===== config.mk =====
export PLATFORM = sky130hd
export DESIGN_NAME = pmux_ctrl
export DESIGN_NICKNAME = d
export VERILOG_FILES = /design/src/rtl/pmux_ctrl.sv
export SDC_FILE = /design/constraint.sdc
export NUM_CORES = 1
export LEC_CHECK = 0
export CORE_MARGIN = 4
export CORE_UTILIZATION = 37
export DETAILED_ROUTE_END_ITERATION = 12
export PLACE_DENSITY = 0.95
export SLEW_MARGIN = 0
export SYNTH_ARGS = -nofsm -noshare
export SYNTH_HDL_FRONTEND = slang
export SYNTH_SLANG_ARGS = --single-unit

===== constraint.sdc =====
create_clock -name clk -period 5.2 [get_ports clk]
set_clock_uncertainty 0.1 [all_clocks]
set_input_delay 1.56 -clock clk [delete_from_list [all_inputs] [get_ports clk]]
set_output_delay 1.56 -clock clk [all_outputs]
set_load 0.01 [all_outputs]

===== src/rtl/pmux_ctrl.sv =====
// Project mux controller: synchronised pad address/enable, break-before-make slot select, registered slot outputs.
// Build option PMUX_ADDR_READBACK_EN: uo_out shows {1'b1, zero-pad, cur_addr} while no slot is active.
module pmux_ctrl #(
    parameter int NUM_PROJ  = 8,
    parameter int ADDR_W    = 3,
    parameter int GUARD_CYC = 4
) (
    input  logic                    clk,
    input  logic                    rst,
    input  logic                    ctrl_sel_rst_n,
    input  logic                    ctrl_sel_inc,
    input  logic                    ctrl_ena,
    input  logic [7:0]              ui_in,
    input  logic [7:0]              uio_in,
    input  logic                    user_clk,
    input  logic                    user_rst_n,
    output logic [17:0]             iw,
    output logic [NUM_PROJ-1:0]     ena,
    input  logic [NUM_PROJ*24-1:0]  ow,
    output logic [7:0]              uo_out,
    output logic [7:0]              uio_out,
    output logic [7:0]              uio_oe,
    output logic [ADDR_W-1:0]       cur_addr
);
    localparam int GW = (GUARD_CYC > 0) ? $clog2(GUARD_CYC + 1) : 1;
    localparam logic [GW-1:0] GUARD_LD = GW'(GUARD_CYC);
    localparam logic [ADDR_W:0] PROJ_LIM = (ADDR_W+1)'(NUM_PROJ);

    typedef enum logic [1:0] {IDLE, GUARD, ACTIVE} state_t;

    state_t              state, state_nxt;
    logic [GW-1:0]       gcnt, gcnt_nxt;
    logic [1:0]          srst_sync, inc_sync, en_sync;
    logic                inc_prev;
    logic                sel_rst_n_s, en_s, inc_rise;
    logic [ADDR_W-1:0]   addr_nxt;
    logic                addr_ok;
    logic [23:0]         slot_sel;
    logic [NUM_PROJ-1:0] ena_nxt;
    logic [7:0]          idle_uo;

    always_ff @(posedge clk or posedge rst) begin
        if (rst) begin
            srst_sync <= 2'b11;
            inc_sync  <= 2'b00;
            en_sync   <= 2'b00;
            inc_prev  <= 1'b0;
        end else begin
            srst_sync <= {srst_sync[0], ctrl_sel_rst_n};
            inc_sync  <= {inc_sync[0], ctrl_sel_inc};
            en_sync   <= {en_sync[0], ctrl_ena};
            inc_prev  <= inc_sync[1];
        end
    end

    assign sel_rst_n_s = srst_sync[1];
    assign en_s        = en_sync[1];
    assign inc_rise    = inc_sync[1] & ~inc_prev;

    // Decisions look at the address the counter is about to hold, so a
    // select never starts on a slot that is being stepped away from.
    always_comb begin
        addr_nxt = cur_addr;
        if (!sel_rst_n_s) begin
            addr_nxt = '0;
        end else if (inc_rise) begin
            addr_nxt = cur_addr + ADDR_W'(1);
        end
    end

    assign addr_ok = ({1'b0, addr_nxt} < PROJ_LIM);

    always_comb begin
        state_nxt = state;
        gcnt_nxt  = gcnt;
        case (state)
            IDLE: begin
                if (en_s && sel_rst_n_s && addr_ok) begin
                    state_nxt = GUARD;
                    gcnt_nxt  = GUARD_LD;
                end
            end
            GUARD, ACTIVE: begin
                if (!en_s || !sel_rst_n_s || !addr_ok) begin
                    state_nxt = IDLE;
                    gcnt_nxt  = '0;
                end else if (inc_rise) begin
                    state_nxt = GUARD;
                    gcnt_nxt  = GUARD_LD;
                end else if (state == GUARD) begin
                    if (gcnt == '0) begin
                        state_nxt = ACTIVE;
                    end else begin
                        gcnt_nxt = gcnt - GW'(1);
                    end
                end
            end
            default: begin
                state_nxt = IDLE;
                gcnt_nxt  = '0;
            end
        endcase
    end

    always_comb begin
        slot_sel = '0;
        ena_nxt  = '0;
        for (int k = 0; k < NUM_PROJ; k++) begin
            if (addr_nxt == ADDR_W'(k)) begin
                slot_sel   = ow[k*24 +: 24];
                ena_nxt[k] = (state_nxt == ACTIVE);
            end
        end
    end

`ifdef PMUX_ADDR_READBACK_EN
    assign idle_uo = 8'h80 | 8'(addr_nxt);
`else
    assign idle_uo = 8'h00;
`endif

    // Outputs are registered from the next state so they stay aligned with ena.
    always_ff @(posedge clk or posedge rst) begin
        if (rst) begin
            state    <= IDLE;
            gcnt     <= '0;
            cur_addr <= '0;
            ena      <= '0;
            uo_out   <= 8'h00;
            uio_out  <= 8'h00;
            uio_oe   <= 8'h00;
        end else begin
            state    <= state_nxt;
            gcnt     <= gcnt_nxt;
            cur_addr <= addr_nxt;
            ena      <= ena_nxt;
            if (state_nxt == ACTIVE) begin
                {uio_oe, uio_out, uo_out} <= slot_sel;
            end else begin
                uo_out  <= idle_uo;
                uio_out <= 8'h00;
                uio_oe  <= 8'h00;
            end
        end
    end

    assign iw = {uio_in, ui_in, user_rst_n & (state == ACTIVE), user_clk};

endmodule

-- Word-level counts from Yosys, hierarchy flattened
Index checks and enable logic that the tools add are counted.
- flip-flop bits (word level): 47
- latch bits: 0
- memory bits (writable): 0
- bits in read-only memories: 0
- output and inout port bits: 53
- word-level logic and storage cells: 71
- memories kept: 0
- add/sub/neg operators: 2
- multiply operators: 0
- divide/modulo/power cells: 0
- magnitude comparators: 0
- eq/ne operators: 13
- shifts and indexed selects: 0
- multiplexer cells: 33
- bitwise gates (word level): 3
- reduce and logical (&&, ||, !) cells: 9
- operators by type and width (cell ; number):
    24-bit 2-to-1 mux ; 8
    8-bit 2-to-1 mux ; 3
    3-bit 2-to-1 mux ; 7
    3-bit equality test, second input constant ; 4
    2-bit 2-to-1 mux ; 5
    1-bit 2-to-1 mux ; 8
    4-bit inequality test, second input constant ; 2
    3-bit by 2-bit equality test with 1-bit output, second input constant ; 2
    3-bit zero test ; 2
    3-bit one-hot mux with 2 select lines ; 1
    2-bit equality test, second input constant ; 2
    2-bit one-hot mux with 2 select lines ; 1
    3-bit by 1-bit adder with 3-bit output, second input constant ; 1
    3-bit by 1-bit equality test with 1-bit output, second input constant ; 1
    3-bit AND reduction ; 1
    3-bit by 1-bit subtractor with 3-bit output, second input constant ; 1
    1-bit AND ; 2
    2-bit by 1-bit equality test with 1-bit output, second input constant ; 1
    1-bit zero test ; 2
    2-bit zero test ; 1
    2-bit inequality test, second input constant ; 1
    2-bit OR reduction ; 1
    1-bit logical AND ; 1
    1-bit logical OR ; 1
    1-bit NOT ; 1

-- Longest topological paths before layout
Gate-level depths: netlist (run 1).
- depth in word-level cells: 14
- gate-level depth with buffers: 11
- mapped depth without buffers: 8

-- Least setup slack after synthesis (run 1)
No wires, ideal clock.
- kind: input-to-output
- start point: in user_rst_n
- end point: out iw[1]
- arrival time: 1725 ps
- data required time: 3540 ps
- slack: 1815 ps
- cell stages on the path: 1
- cells stage by stage: and2_1
- cells in the longest elaborated chain, start to end: 1
- ends and longest elaborated chain (what ; RTL line ; RTL):
    from (decl) ; 16 ; input logic user_rst_n,
    1-bit AND ; 147 ; assign iw = {uio_in, ui_in, user_rst_n & (state == ACTIVE), user_clk};
    to (decl) ; 17 ; output logic [17:0] iw,
No other way between the ends.

-- Worst setup path after layout (run 1)
Same ends and word-level chain as after synthesis.

==> results.ini, run 1 <==
[status]
status = completed

[logic_synthesis]
synth_edf_count = 0
syn_nets = 598
ys_ff_latch = 47
synth_top_area_share_pct = 32.11
synthTopCellsByArea = dfrtp_1, mux2_2, mux2i_1
synth_cell_types = 45
avgSynthCellArea_um2 = 9.327
synth_top_area_cell = dfrtp_1
seq_area_frac_synth_pct = 33.61
syn_area_mm2 = 0.003507
ys_warn_count = 0
netlist_instances = 376
ys_async_sr_fraction_pct = 100.0
ys.flop_type = dfrtp_1

[sta]
tightestPinTransition_ns = 1.096
setup-tns-final_ns = 0
finalCritPeriodShare_pct = 82.68
drv_slew = 0
setup_violations = 0
slew_headroom_pct = 25.37
period_needed_ns = 4.299
rsz0062_at_grt = no
max_freq_mhz = 232.6
hold_viol = 0

[die]
die_w_um = 105.4
dieArea_mm2 = 0.01110
rows = 35
coreArea_mm2 = 0.009240
die_y_um = 105.4
initial_core_util_pct = 37.96
boundaryPins = 268

[clocking]
cts_buffers = 5
cts.sinks = 47
h-tree-depth = 2
cts_hold_buf = 0
post_cts_buffers = 0
cts_tree = done
cts_resized = 0
clkTransAtPathRegs_ns = 0.09
insertion_delay_ns = 0.30
clockBufferDepth = 2
cts-root-buf = clkbuf_8

[place]
dpl_cell_area_mm2 = 0.005754
io_buffers = 233
hpwlAfterDp_mm = 10.83
gp_congestion = 0.9061

[power]
peakVddDrop_v = 0.0001360
powerDensity_mw_per_mm2 = 174.3
leakage_nw = 2.155

[setup_path]
end_kind = output port
critPathArrivalTime_ns = 2.64
critPathMaxFanout = 1
critPathKind = in -> out
cp-start-kind = primary input
critPathSlowestCell = clkdlybuf4s50_1
crit_required_ns = 3.54
cpMostUsedCell = clkdlybuf4s50_1
path_delay_family = buffers and inverters
crit_chain = clkdlybuf4s50_1, and2_1, clkdlybuf4s50_1
critical_path.n_buffers_inverters = 2
slowest_delay_ns = 0.53

[route]
drc = 0
num_vias = 3785
wl_mm = 13.73
via_per_inst = 5.369
ant_nets = 0
firstDrtPassIters = 5
routedWlPerCell_um = 19.47
first_iter_violations = 120

[layout]
drive_above_1_share_pct = 11.81
n_antenna_cell = 0
final_cell_area_mm2 = 0.005853
final_cell_mix = clkdlybuf4s50_1, nand2_1, dfrtp_1
final_common_cell = clkdlybuf4s50_1
area_growth_pct = 66.89
nets = 797

[global_route]
antenna_found_initial = 0
track_usage_pct = 23.35
grt_pass1_vias = 3998
grt_max_degree = 48
gr-total-overflow = 0
grt_pass1_wl_mm = 20.32

[min_path]
hold_class = reg -> reg

[run]
maxCapViolCount = 0

[through the flow]
step	power [W]	util (%)	hold slack [ns]	setup slack [ns]	std cells
2_1_floorplan	0.0005876	-	0.2312	1.815	376
3_3_place_gp	0.0007664	62.27	0.2343	0.8800	697
3_5_place_dp	0.0007846	62.27	0.2427	0.8926	697
4_1_cts	0.001025	63.34	0.2646	0.8952	705
5_1_grt	0.001075	63.34	0.2710	0.8640	705
6_report	0.001020	63.34	0.2607	0.9007	705
[sequential cells by signal, indices dropped and copies added (netlist names)]
| name | count |
|---|---|
| ena | 8 |
| uio_oe | 8 |
| uio_out | 8 |
| uo_out | 8 |
| cur_addr | 3 |
| gcnt | 3 |
| en_sync | 2 |
| inc_sync | 2 |
| srst_sync | 2 |
| state | 2 |
| inc_prev | 1 |
[final timing paths]
kind | from | endpoint | slack, ns | cells after the start
worst max-delay path | user_rst_n | iw[1] | 0.90 | 3
worst min register to register | en_sync[0]$_DFF_PP0_ | en_sync[1]$_DFF_PP0_ | 0.26 | 0
max in group asynchronous | rst | uo_out[2]$_DFF_PP0_ | 2.69 | 2
min in group asynchronous | rst | ena[5]$_DFF_PP0_ | 1.70 | 2
worst min-delay path | en_sync[0]$_DFF_PP0_ | en_sync[1]$_DFF_PP0_ | 0.26 | 0
worst max register to register | srst_sync[1]$_DFF_PP1_ | uo_out[3]$_DFF_PP0_ | 1.54 | 7
[cells by family after synthesis]
family	share of synthesized area, %
AO/OA/AOI/OAI	22.44
adder cells (fa/ha/maj)	2.497
XOR/XNOR	0.4996
AND/OR/NAND/NOR	11.10
buffers and inverters	9.418
flip-flops	33.61
multiplexers	20.44
[power by group]
group | switching [W] | internal [W]
logic | 0.000157 | 0.000219
registers | 0.0000187 | 0.000387
clock network | 0.000130 | 0.000109
[cell type report]
cell class	instances	area (um2)
multi-input combinational	274	1998
tap	129	161.4
inverter	9	33.78
timing repair buffer	238	2382
clock buffer	6	82.58
clock inverter	2	16.27
sequential	47	1179
fill	780	3387
[synth_stat cells, drive strengths merged, types with 2 or more instances]
cell type,n
nor2,14
nor2b,2
a221oi,3
dfrtp,45
nand3,4
a211oi,2
nand2b,5
buf,42
a21oi,31
inv,9
ha,7
mux2,43
nand2,49
dfstp,2
o21ai,24
o221ai,21
nor3,2
o211ai,21
o32ai,4
nand3b,2
mux2i,22
clkbuf,4
a21boi,4
[metal layers]
| metal | up-vias | global-route usage [%] | routed length [um] |
|---|---|---|---|
| li1 | 1769 | - | - |
| met1 | 1798 | 24.78 | 4822 |
| met2 | 186 | 43.53 | 7330 |
| met3 | 32 | 5.511 | 1046 |
| met4 | 0 | 10.22 | 527 |
| met5 | - | 0 | 0 |
Power figures use the tool's default switching activity.
==> inputs of run 2 (changes only) <==
--- a/config.mk
+++ b/config.mk
@@ -6,9 +6,9 @@
 export NUM_CORES = 1
 export LEC_CHECK = 0
 export CORE_MARGIN = 4
-export CORE_UTILIZATION = 37
+export CORE_UTILIZATION = 31
 export DETAILED_ROUTE_END_ITERATION = 12
-export PLACE_DENSITY = 0.95
+export PLACE_DENSITY = 0.86
 export SLEW_MARGIN = 0
 export SYNTH_ARGS = -nofsm -noshare
 export SYNTH_HDL_FRONTEND = slang
==> constraint.sdc (replaced) <==
create_clock -name clk -period 3.5 [get_ports clk]
set_clock_uncertainty 0.1 [all_clocks]
set_input_delay 1.05 -clock clk [delete_from_list [all_inputs] [get_ports clk]]
set_output_delay 1.05 -clock clk [all_outputs]
set_load 0.01 [all_outputs]
==> run 2 against run 1 <==
Effect of this change: non-clock buffer count increased by 5; worst setup slack worse by 0.69 ns; hold slack worse by 0.0044 ns; global-route usage down 2.8 points; sequential share of layout area fell by 0.40 points; first-iteration DRC count is 78% higher; cell area rose by 2.0%; combinational power up 48%; wire length grew 1.9%; sequential power rose by 48%; count of clock-buffer cells in the layout unchanged; clock power grew 140%; critical path type unchanged.
==> results.ini, run 2 (same netlist as run 1, synthesis figures left out) <==
[clocking]
cts_hold_buf = 0
h-tree-depth = 2
cts-root-buf = clkbuf_16
cts_resized = 0
post_cts_buffers = 0
clkTransAtPathRegs_ns = 0.06
cts.sinks = 47
insertion_delay_ns = 0.28
cts_buffers = 5
cts_tree = done
clockBufferDepth = 2

[sta]
setup_ws_ns = 0.2088
tightestPinTransition_ns = 0.7433
period_needed_ns = 3.291
drv_slew = 0
finalCritPeriodShare_pct = 94.03
hold_viol = 0
slew_headroom_pct = 50.37
max_freq_mhz = 303.8
rsz0062_at_grt = no
setup_violations = 0
setup-tns-final_ns = 0

[layout]
drive_above_1_share_pct = 12.56
final_common_cell = clkdlybuf4s50_1
n_antenna_cell = 0
area_growth_pct = 70.25
nets = 802
final_cell_mix = clkdlybuf4s50_1, nand2_1, dfrtp_1
final_cell_area_mm2 = 0.005971

[global_route]
track_usage_pct = 20.54
grt_pass1_vias = 3986
gr-total-overflow = 0
grt_pass1_wl_mm = 20.92
grt_max_degree = 43
antenna_found_initial = 0

[die]
dieArea_mm2 = 0.01308
die_w_um = 114.4
boundaryPins = 268
coreArea_mm2 = 0.01094
die_y_um = 114.4
rows = 38
initial_core_util_pct = 32.07

[setup_path]
critPathArrivalTime_ns = 2.14
critPathMaxFanout = 1
critPathKind = in -> out
crit_required_ns = 2.35
end_kind = output port
cp-start-kind = primary input
reg2reg_depth = 7

[route]
first_iter_violations = 214
routedWlPerCell_um = 19.40
via_per_inst = 5.239
ant_nets = 0
num_vias = 3777
firstDrtPassIters = 5
wl_mm = 13.99
drc = 0

[place]
gp_congestion = 0.8904
hpwlAfterDp_mm = 11.27
pre_cts_ws_ns = 0.1985
io_buffers = 233
dpl_cell_area_mm2 = 0.005793

[power]
peakVddDrop_v = 0.0002208
powerDensity_mw_per_mm2 = 290.7
leakage_nw = 2.217

[min_path]
min_path_cells = 0
hold_class = reg -> reg

[status]
status = completed

[run]
maxCapViolCount = 0

## run 2: cell types whose count changed in the layout (fill, tap and decap cells not counted), sizes merged
| cell | previous run | this run |
|---|---|---|
| buf | 5 | 10 |
| clkinvlp | 1 | 0 |
| inv | 9 | 10 |
| clkinv | 1 | 0 |
| bufinv | 0 | 1 |
## run 2: metrics by stage
step | utilization, % | instances | hold slack (ns) | power, W
floorplan | - | 376 | 0.2312 | 0.0008730
global placement | 52.97 | 713 | 0.2349 | 0.001148
CTS | 54.60 | 721 | 0.2585 | 0.001750
global route | 54.60 | 721 | 0.2608 | 0.001821
detailed placement | 52.97 | 713 | 0.2434 | 0.001169
finish | 54.60 | 721 | 0.2563 | 0.001735
## run 2: layer usage
metal | vias up | track usage, % | routed length (um)
met1 | 1779 | 23.32 | 5167
met5 | - | 0 | 0
met4 | 0 | 7.284 | 419
met3 | 24 | 5.180 | 1014
met2 | 199 | 37.16 | 7385
li1 | 1775 | - | -
## run 2: path summary, 6_finish.rpt
| kind | start | end | slack [ns] |
|---|---|---|---|
| min | srst_sync[0]$_DFF_PP1_ | srst_sync[1]$_DFF_PP1_ | 0.26 |
| max | user_rst_n | iw[1] | 0.21 |
| max reg2reg | cur_addr[0]$_DFF_PP0_ | uio_out[7]$_DFF_PP0_ | 0.72 |
| min in group asynchronous | rst | ena[0]$_DFF_PP0_ | 1.11 |
| min reg2reg | srst_sync[0]$_DFF_PP1_ | srst_sync[1]$_DFF_PP1_ | 0.26 |
| max in group asynchronous | rst | ena[5]$_DFF_PP0_ | 1.48 |
## run 2: area by class of cell
| type | count | area (um2) |
|---|---|---|
| clock buffers | 6 | 138.9 |
| clock inverters | 2 | 38.79 |
| fillers | 1010 | 4965 |
| inverters | 9 | 33.78 |
| multi-input cells | 274 | 1998 |
| flip-flops and latches | 47 | 1179 |
| well taps | 140 | 175.2 |
| repair buffers | 243 | 2407 |
## run 2: critical path, cell delays in order
cell,delay (ns)
clkdlybuf4s50_1,0.44
and2_1,0.12
clkdlybuf4s50_1,0.53
## run 2: power breakdown
| part | switching, W | total [W] | internal (W) | leakage [nW] |
|---|---|---|---|---|
| Sequential | 0.0000273 | 0.000602 | 0.000575 | 0.633 |
| Combinational | 0.000228 | 0.000556 | 0.000328 | 1.50 |
| Clock | 0.000217 | 0.000577 | 0.000360 | 0.0875 |
| Total | 0.000472 | 0.00174 | 0.00126 | 2.22 |
==> inputs of run 3 (changes only) <==
--- a/config.mk
+++ b/config.mk
@@ -9,7 +9,7 @@
 export CORE_UTILIZATION = 31
 export DETAILED_ROUTE_END_ITERATION = 12
 export PLACE_DENSITY = 0.86
-export SLEW_MARGIN = 0
+export SLEW_MARGIN = 30
 export SYNTH_ARGS = -nofsm -noshare
 export SYNTH_HDL_FRONTEND = slang
 export SYNTH_SLANG_ARGS = --single-unit
==> results of run 3 <==
The final DEF is identical to that of run 2; final timing and power are the same.
